`src/rtl/mem_arbiter.sv`:
```
// Shares one memory bus between instruction fetch and data access; data has priority, bounded by a streak limit.
// Latency: grant registers onto the bus one edge after the IDLE decision; the ack/err is forwarded combinationally.
// Backpressure: a requester holds its request until ack/err; a loser simply waits in IDLE for a later grant.
module mem_arbiter #(
    parameter int AddrWidth     = 32,
    parameter int DataWidth     = 32,
    parameter int MaxDataStreak = 4,
    parameter int TimeoutCycles = 256
) (
    input  logic                   iClk,
    input  logic                   iRst,
    input  logic                   iIReq,
    input  logic [AddrWidth-1:0]   iIAddr,
    input  logic                   iIFlush,
    output logic                   oIAck,
    output logic [DataWidth-1:0]   oIRData,
    output logic                   oIErr,
    input  logic                   iDReq,
    input  logic                   iDWe,
    input  logic [AddrWidth-1:0]   iDAddr,
    input  logic [DataWidth-1:0]   iDWData,
    input  logic [DataWidth/8-1:0] iDBe,
    output logic                   oDAck,
    output logic [DataWidth-1:0]   oDRData,
    output logic                   oDErr,
    output logic                   oMemReq,
    output logic                   oMemWe,
    output logic [AddrWidth-1:0]   oMemAddr,
    output logic [DataWidth-1:0]   oMemWData,
    output logic [DataWidth/8-1:0] oMemBe,
    input  logic                   iMemAck,
    input  logic [DataWidth-1:0]   iMemRData
);

    localparam int BeWidth = DataWidth / 8;
    localparam int StreakW = (MaxDataStreak > 0) ? $clog2(MaxDataStreak + 1) : 1;
    localparam int TimerW  = (TimeoutCycles > 1) ? $clog2(TimeoutCycles) : 1;
    localparam logic [StreakW-1:0] StreakMax = StreakW'(MaxDataStreak);
    localparam logic [TimerW-1:0]  TimerLast = (TimeoutCycles > 0) ? TimerW'(TimeoutCycles - 1) : '0;
    localparam bit TimeoutEn = (TimeoutCycles > 0);

    typedef enum logic [1:0] {
        IDLE   = 2'd0,
        BUSY_I = 2'd1,
        BUSY_D = 2'd2
    } state_t;

    state_t state, state_nxt;

    logic [StreakW-1:0] streak;
    logic [TimerW-1:0]  timer;
    logic               squash;
    logic               grant_i;
    logic               grant_d;
    logic               timeout_hit;
    logic               done;
    logic               busy;

    assign busy    = (state != IDLE);
    assign oIRData = iMemRData;
    assign oDRData = iMemRData;

    // Grant decision, completion detection and response pulses.
    always_comb begin
        state_nxt   = state;
        grant_i     = 1'b0;
        grant_d     = 1'b0;
        timeout_hit = 1'b0;
        done        = 1'b0;
        oIAck       = 1'b0;
        oIErr       = 1'b0;
        oDAck       = 1'b0;
        oDErr       = 1'b0;
        case (state)
            IDLE: begin
                // Data wins unless fetch has been waiting through a full streak.
                if (iDReq && (!iIReq || (streak < StreakMax))) begin
                    grant_d   = 1'b1;
                    state_nxt = BUSY_D;
                end else if (iIReq) begin
                    grant_i   = 1'b1;
                    state_nxt = BUSY_I;
                end
            end
            BUSY_I, BUSY_D: begin
                // An ack arriving on the last allowed cycle takes precedence over the timeout.
                timeout_hit = TimeoutEn && !iMemAck && (timer == TimerLast);
                done        = iMemAck || timeout_hit;
                if (done) begin
                    state_nxt = IDLE;
                end
            end
            default: state_nxt = IDLE;
        endcase
        // A flush in the completing cycle already hides that fetch's response.
        if (state == BUSY_I && !squash && !iIFlush && !iRst) begin
            oIAck = iMemAck;
            oIErr = timeout_hit;
        end
        if (state == BUSY_D && !iRst) begin
            oDAck = iMemAck;
            oDErr = timeout_hit;
        end
    end

    // State register.
    always_ff @(posedge iClk) begin
        if (iRst) begin
            state <= IDLE;
        end else begin
            state <= state_nxt;
        end
    end

    // Bus outputs: captured from the winner on the grant edge, held until completion.
    always_ff @(posedge iClk) begin
        if (iRst) begin
            oMemReq   <= 1'b0;
            oMemWe    <= 1'b0;
            oMemAddr  <= '0;
            oMemWData <= '0;
            oMemBe    <= '0;
        end else if (grant_d) begin
            oMemReq   <= 1'b1;
            oMemWe    <= iDWe;
            oMemAddr  <= iDAddr;
            oMemWData <= iDWe ? iDWData : '0;
            oMemBe    <= iDWe ? iDBe : {BeWidth{1'b1}};
        end else if (grant_i) begin
            oMemReq   <= 1'b1;
            oMemWe    <= 1'b0;
            oMemAddr  <= iIAddr;
            oMemWData <= '0;
            oMemBe    <= {BeWidth{1'b1}};
        end else if (done) begin
            oMemReq   <= 1'b0;
        end
    end

    // Consecutive data grants made while fetch waits; any fetch-idle cycle resets it.
    always_ff @(posedge iClk) begin
        if (iRst) begin
            streak <= '0;
        end else if (!iIReq || grant_i) begin
            streak <= '0;
        end else if (grant_d && (streak != StreakMax)) begin
            streak <= streak + StreakW'(1);
        end
    end

    // Cycles spent waiting for the bus ack in the current transaction.
    always_ff @(posedge iClk) begin
        if (iRst) begin
            timer <= '0;
        end else if (grant_i || grant_d) begin
            timer <= '0;
        end else if (busy && !iMemAck) begin
            timer <= timer + TimerW'(1);
        end
    end

    // Remembers that the in-flight fetch was flushed so its late response is dropped.
    always_ff @(posedge iClk) begin
        if (iRst) begin
            squash <= 1'b0;
        end else if (done) begin
            squash <= 1'b0;
        end else if (state == BUSY_I && iIFlush) begin
            squash <= 1'b1;
        end
    end

endmodule

```
`config.mk`:
```
export PLATFORM = sky130hd
export DESIGN_NAME = mem_arbiter
export DESIGN_NICKNAME = d
export VERILOG_FILES = /design/src/rtl/mem_arbiter.sv
export SDC_FILE = /design/constraint.sdc
export NUM_CORES = 1
export LEC_CHECK = 0
export CORE_MARGIN = 2
export CORE_UTILIZATION = 35
export CTS_CLUSTER_SIZE = 8
export DETAILED_ROUTE_END_ITERATION = 16
export PLACE_DENSITY = 0.82
export REMOVE_ABC_BUFFERS = 1
export SYNTH_ARGS = -nofsm -noshare
export SYNTH_HDL_FRONTEND = slang
export SYNTH_SLANG_ARGS = --single-unit
```
`constraint.sdc`:
```
create_clock -name iClk -period 2 [get_ports iClk]
set_input_delay 0.4 -clock iClk [delete_from_list [all_inputs] [get_ports iClk]]
set_output_delay 0.4 -clock iClk [all_outputs]
set_load 0.02 [all_outputs]
```
==> flow_summary_export.csv <==
group,metric,value,unit
cts,cts_buffers,9,
timing,maxSlewHeadroom,0.6516,
global_routing,grt_pass1_vias,3466,
timing,min_period,2.087,ns
logic_synthesis,yosysWarningCount,0,
place,post-place-cells,681,
setup_path,critical_path_arrival,1.69,ns
power,ir_drop,365.2,uV
drt,drc,0,
setup_path,crit_required,1.60,ns
setup_path,worst-setup-path-type,"primary input to output pin",
layout,multi_input_area,0.001570,sq mm
drt,first_iter_violations,278,
logic_synthesis,synth.largest_area_cell,"dfxtp_1",
cts,cts_max_level,3,
logic_synthesis,post_synth.cell_area_avg,8.959,sq um
layout,area_growth,50.25,%
power,power.density,785.5,mW/mm^2
die,dieArea,0.01173,sq mm
logic_synthesis,ys_types,37,
cts,clk_latency,0.34,ns
place,pre_cts_slack,-0.7299,ns
setup_path,reg2regPathDepth,8,
global_routing,grtUsageTotal,0.2103,
place,place_area,0.005474,sq mm
power,p_comb_frac,0.331,
die,start_util,0.3543,
layout,drive_gt1_frac,0.1308,
cts,cts_hold_buf,0,
power,power.leakage,2.216,nW
layout,fin_area,0.005720,sq mm
layout,layout_common_cells,"clkdlybuf4s50_1 (175), dfxtp_1 (78), nor2_1 (52)",
setup_path,cp-start-kind,"primary input",
die,die_x,108.3,um
timing,setup_slack,-0.08703,ns
global_routing,grt_max_degree,65,
power,clkPwrFrac,0.238,
timing,finClkSkew,0.01268,ns
logic_synthesis,netlist_top_cells_area,"dfxtp_1 (44%), buf_4 (13%), a22o_1 (7.4%)",
place,routabilityCongestion,0.8181,
timing,hold_ws,0.4614,ns
power,p_sw,1.427,mW
drt,viasPerCell,5.288,
timing,worst_pin_slew,0.5226,ns
logic_synthesis,ys_seq_area_frac,0.4417,
layout,nets,698,
power,seqPwrFrac,0.431,
die,pin_count,277,
timing,hold_violations,0,
cts,cts_tree,"yes",
die,core_area,0.01075,sq mm
job,drv_cap,0,
global_routing,antenna_found_initial,1,
setup_path,cp_max_fo,2,
place,dp_hpwl,9614,um
timing,timing.final.crit_share,1.044,
power,switching_share,0.3176,
drt,drtPass1Iterations,6,
cts,root_buffer,"clkbuf_8",
logic_synthesis,synth_top_area_share,0.4417,
status,violations,"setup timing",
layout,final_cells,699,
setup_path,endpoint_kind,"output pin",
layout,mostFrequentLayoutCell,"clkdlybuf4s50_1",
logic_synthesis,synth.cell_area,0.003807,sq mm
timing,slew_violations,0,
die,die_y,108.3,um
worst_hold_path,min_path_type,"flop to flop",
drt,dr_total_vias,3696,
cts,clock-sinks,84,
cts,clockBufferDepth,2,
timing,rsz0062_at_grt,"true",
logic_synthesis,ys_ff_latch,84,
worst_hold_path,min_delay_path_depth,1,
logic_synthesis,synthCells,425,
global_routing,grt_pass1_wl,18720,um
timing,timing.fmax,479.2,MHz
place,placement.io_buffers,180,
drt,wl_per_cell,18.57,um
status,outcome,"finished, violations left",
power,power,4.494,mW
die,core.rowCount,38,
layout,regArea,0.001689,sq mm
global_routing,overflow,0,
power,intPower,3.066,mW
layout,nFillCells,949,
drt,routed_wl,12980,um
drt,ant_nets,0,
cts,clk_pin_slew,0.08,ns
timing,timing.final.setup_violations,3,
-- worst max-delay path: stages --
cell	delay (ns)
clkdlybuf4s50_1	0.43
or4b_4	0.56
nor3_2	0.13
buf_4	0.17
-- routing by layer --
metal,GRT usage,up-vias,part of all wire
met5,0.07589,-,0
met4,0.07601,0,0.016
met3,0.1338,19,0.16
met2,0.2969,253,0.41
met1,0.2512,1734,0.42
li1,-,1690,-
-- cell type report --
cell class,instances,area share
Multi-Input combinational cell,242,0.2745
Inverter,5,0.003281
Timing Repair Buffer,211,0.3664
Clock buffer,11,0.02472
Tap cell,140,0.03062
Clock inverter,5,0.004812
Sequential cell,84,0.2953
Antenna cell,1,0.0004374
-- registers in the layout, summed over array words and instances, names as in the netlist --
register,flops
squash,1
oMemWe,1
oMemAddr,32
oMemBe,4
streak,3
oMemReq,1
oMemWData,32
timer,8
state,2
-- cell usage after synthesis (all sizes together) --
cell / number
or4b: 1
inv: 5
nand3b: 1
clkbuf: 15
a41oi: 1
dfxtp: 84
nand4: 3
o22ai: 1
and4: 1
a21boi: 2
a31oi: 1
a311oi: 32
buf: 79
or4: 2
and4bb: 1
nor2: 55
xor2: 6
nand2b: 4
o31ai: 2
a21oi: 2
o21a: 1
ha: 6
nor3: 6
o21ai: 2
xnor2: 2
a22o: 32
nand3: 36
nor3b: 2
nor4b: 1
nand2: 37
mux2i: 1
a21o: 1
-- cells by family after synthesis --
kind of cell / synth area share
mux: 0.002629
fa+ha+maj: 0.01972
compound gates: 0.1729
simple gates: 0.1798
flops: 0.4417
buf+inv: 0.1650
xor+xnor: 0.01840
-- power by group through the flow --
stage               combinational, mW  sequential (mW)  clock (mW)
finish                           1.49             1.94        1.07
detailed placement               1.45             1.97           0
CTS                              1.48             1.94        1.12
global route                     1.59             1.96        1.19
global placement                 1.42             1.96           0
floorplan                       0.453             2.16           0
-- worst paths after layout --
path	to	startpoint	slack [ns]
max	oIErr	iIFlush	-0.09
min	oMemWe$_SDFFE_PP0P_	oMemWe$_SDFFE_PP0P_	0.46
min reg2reg	oMemWe$_SDFFE_PP0P_	oMemWe$_SDFFE_PP0P_	0.46
max reg2reg	state[1]$_SDFFE_PP0P_	state[1]$_SDFFE_PP0P_	0.28
-- what timing repair did --
action,CTS,global route
endpoints found under the setup margin,4,4
setup buffers,0,1
pin swaps,3,3
gates resized for setup,25,16
cloned,0,0
-- metrics by stage --
stage                       util   TNS, ns
after detailed placement  0.5094    -1.892
final                     0.5324  -0.09785
after floorplan                -    -88.62
after global placement    0.5094    -1.694
after CTS                 0.5277   -0.2063
after global routing      0.5321   -0.2773
Power figures use the tool's default switching activity.
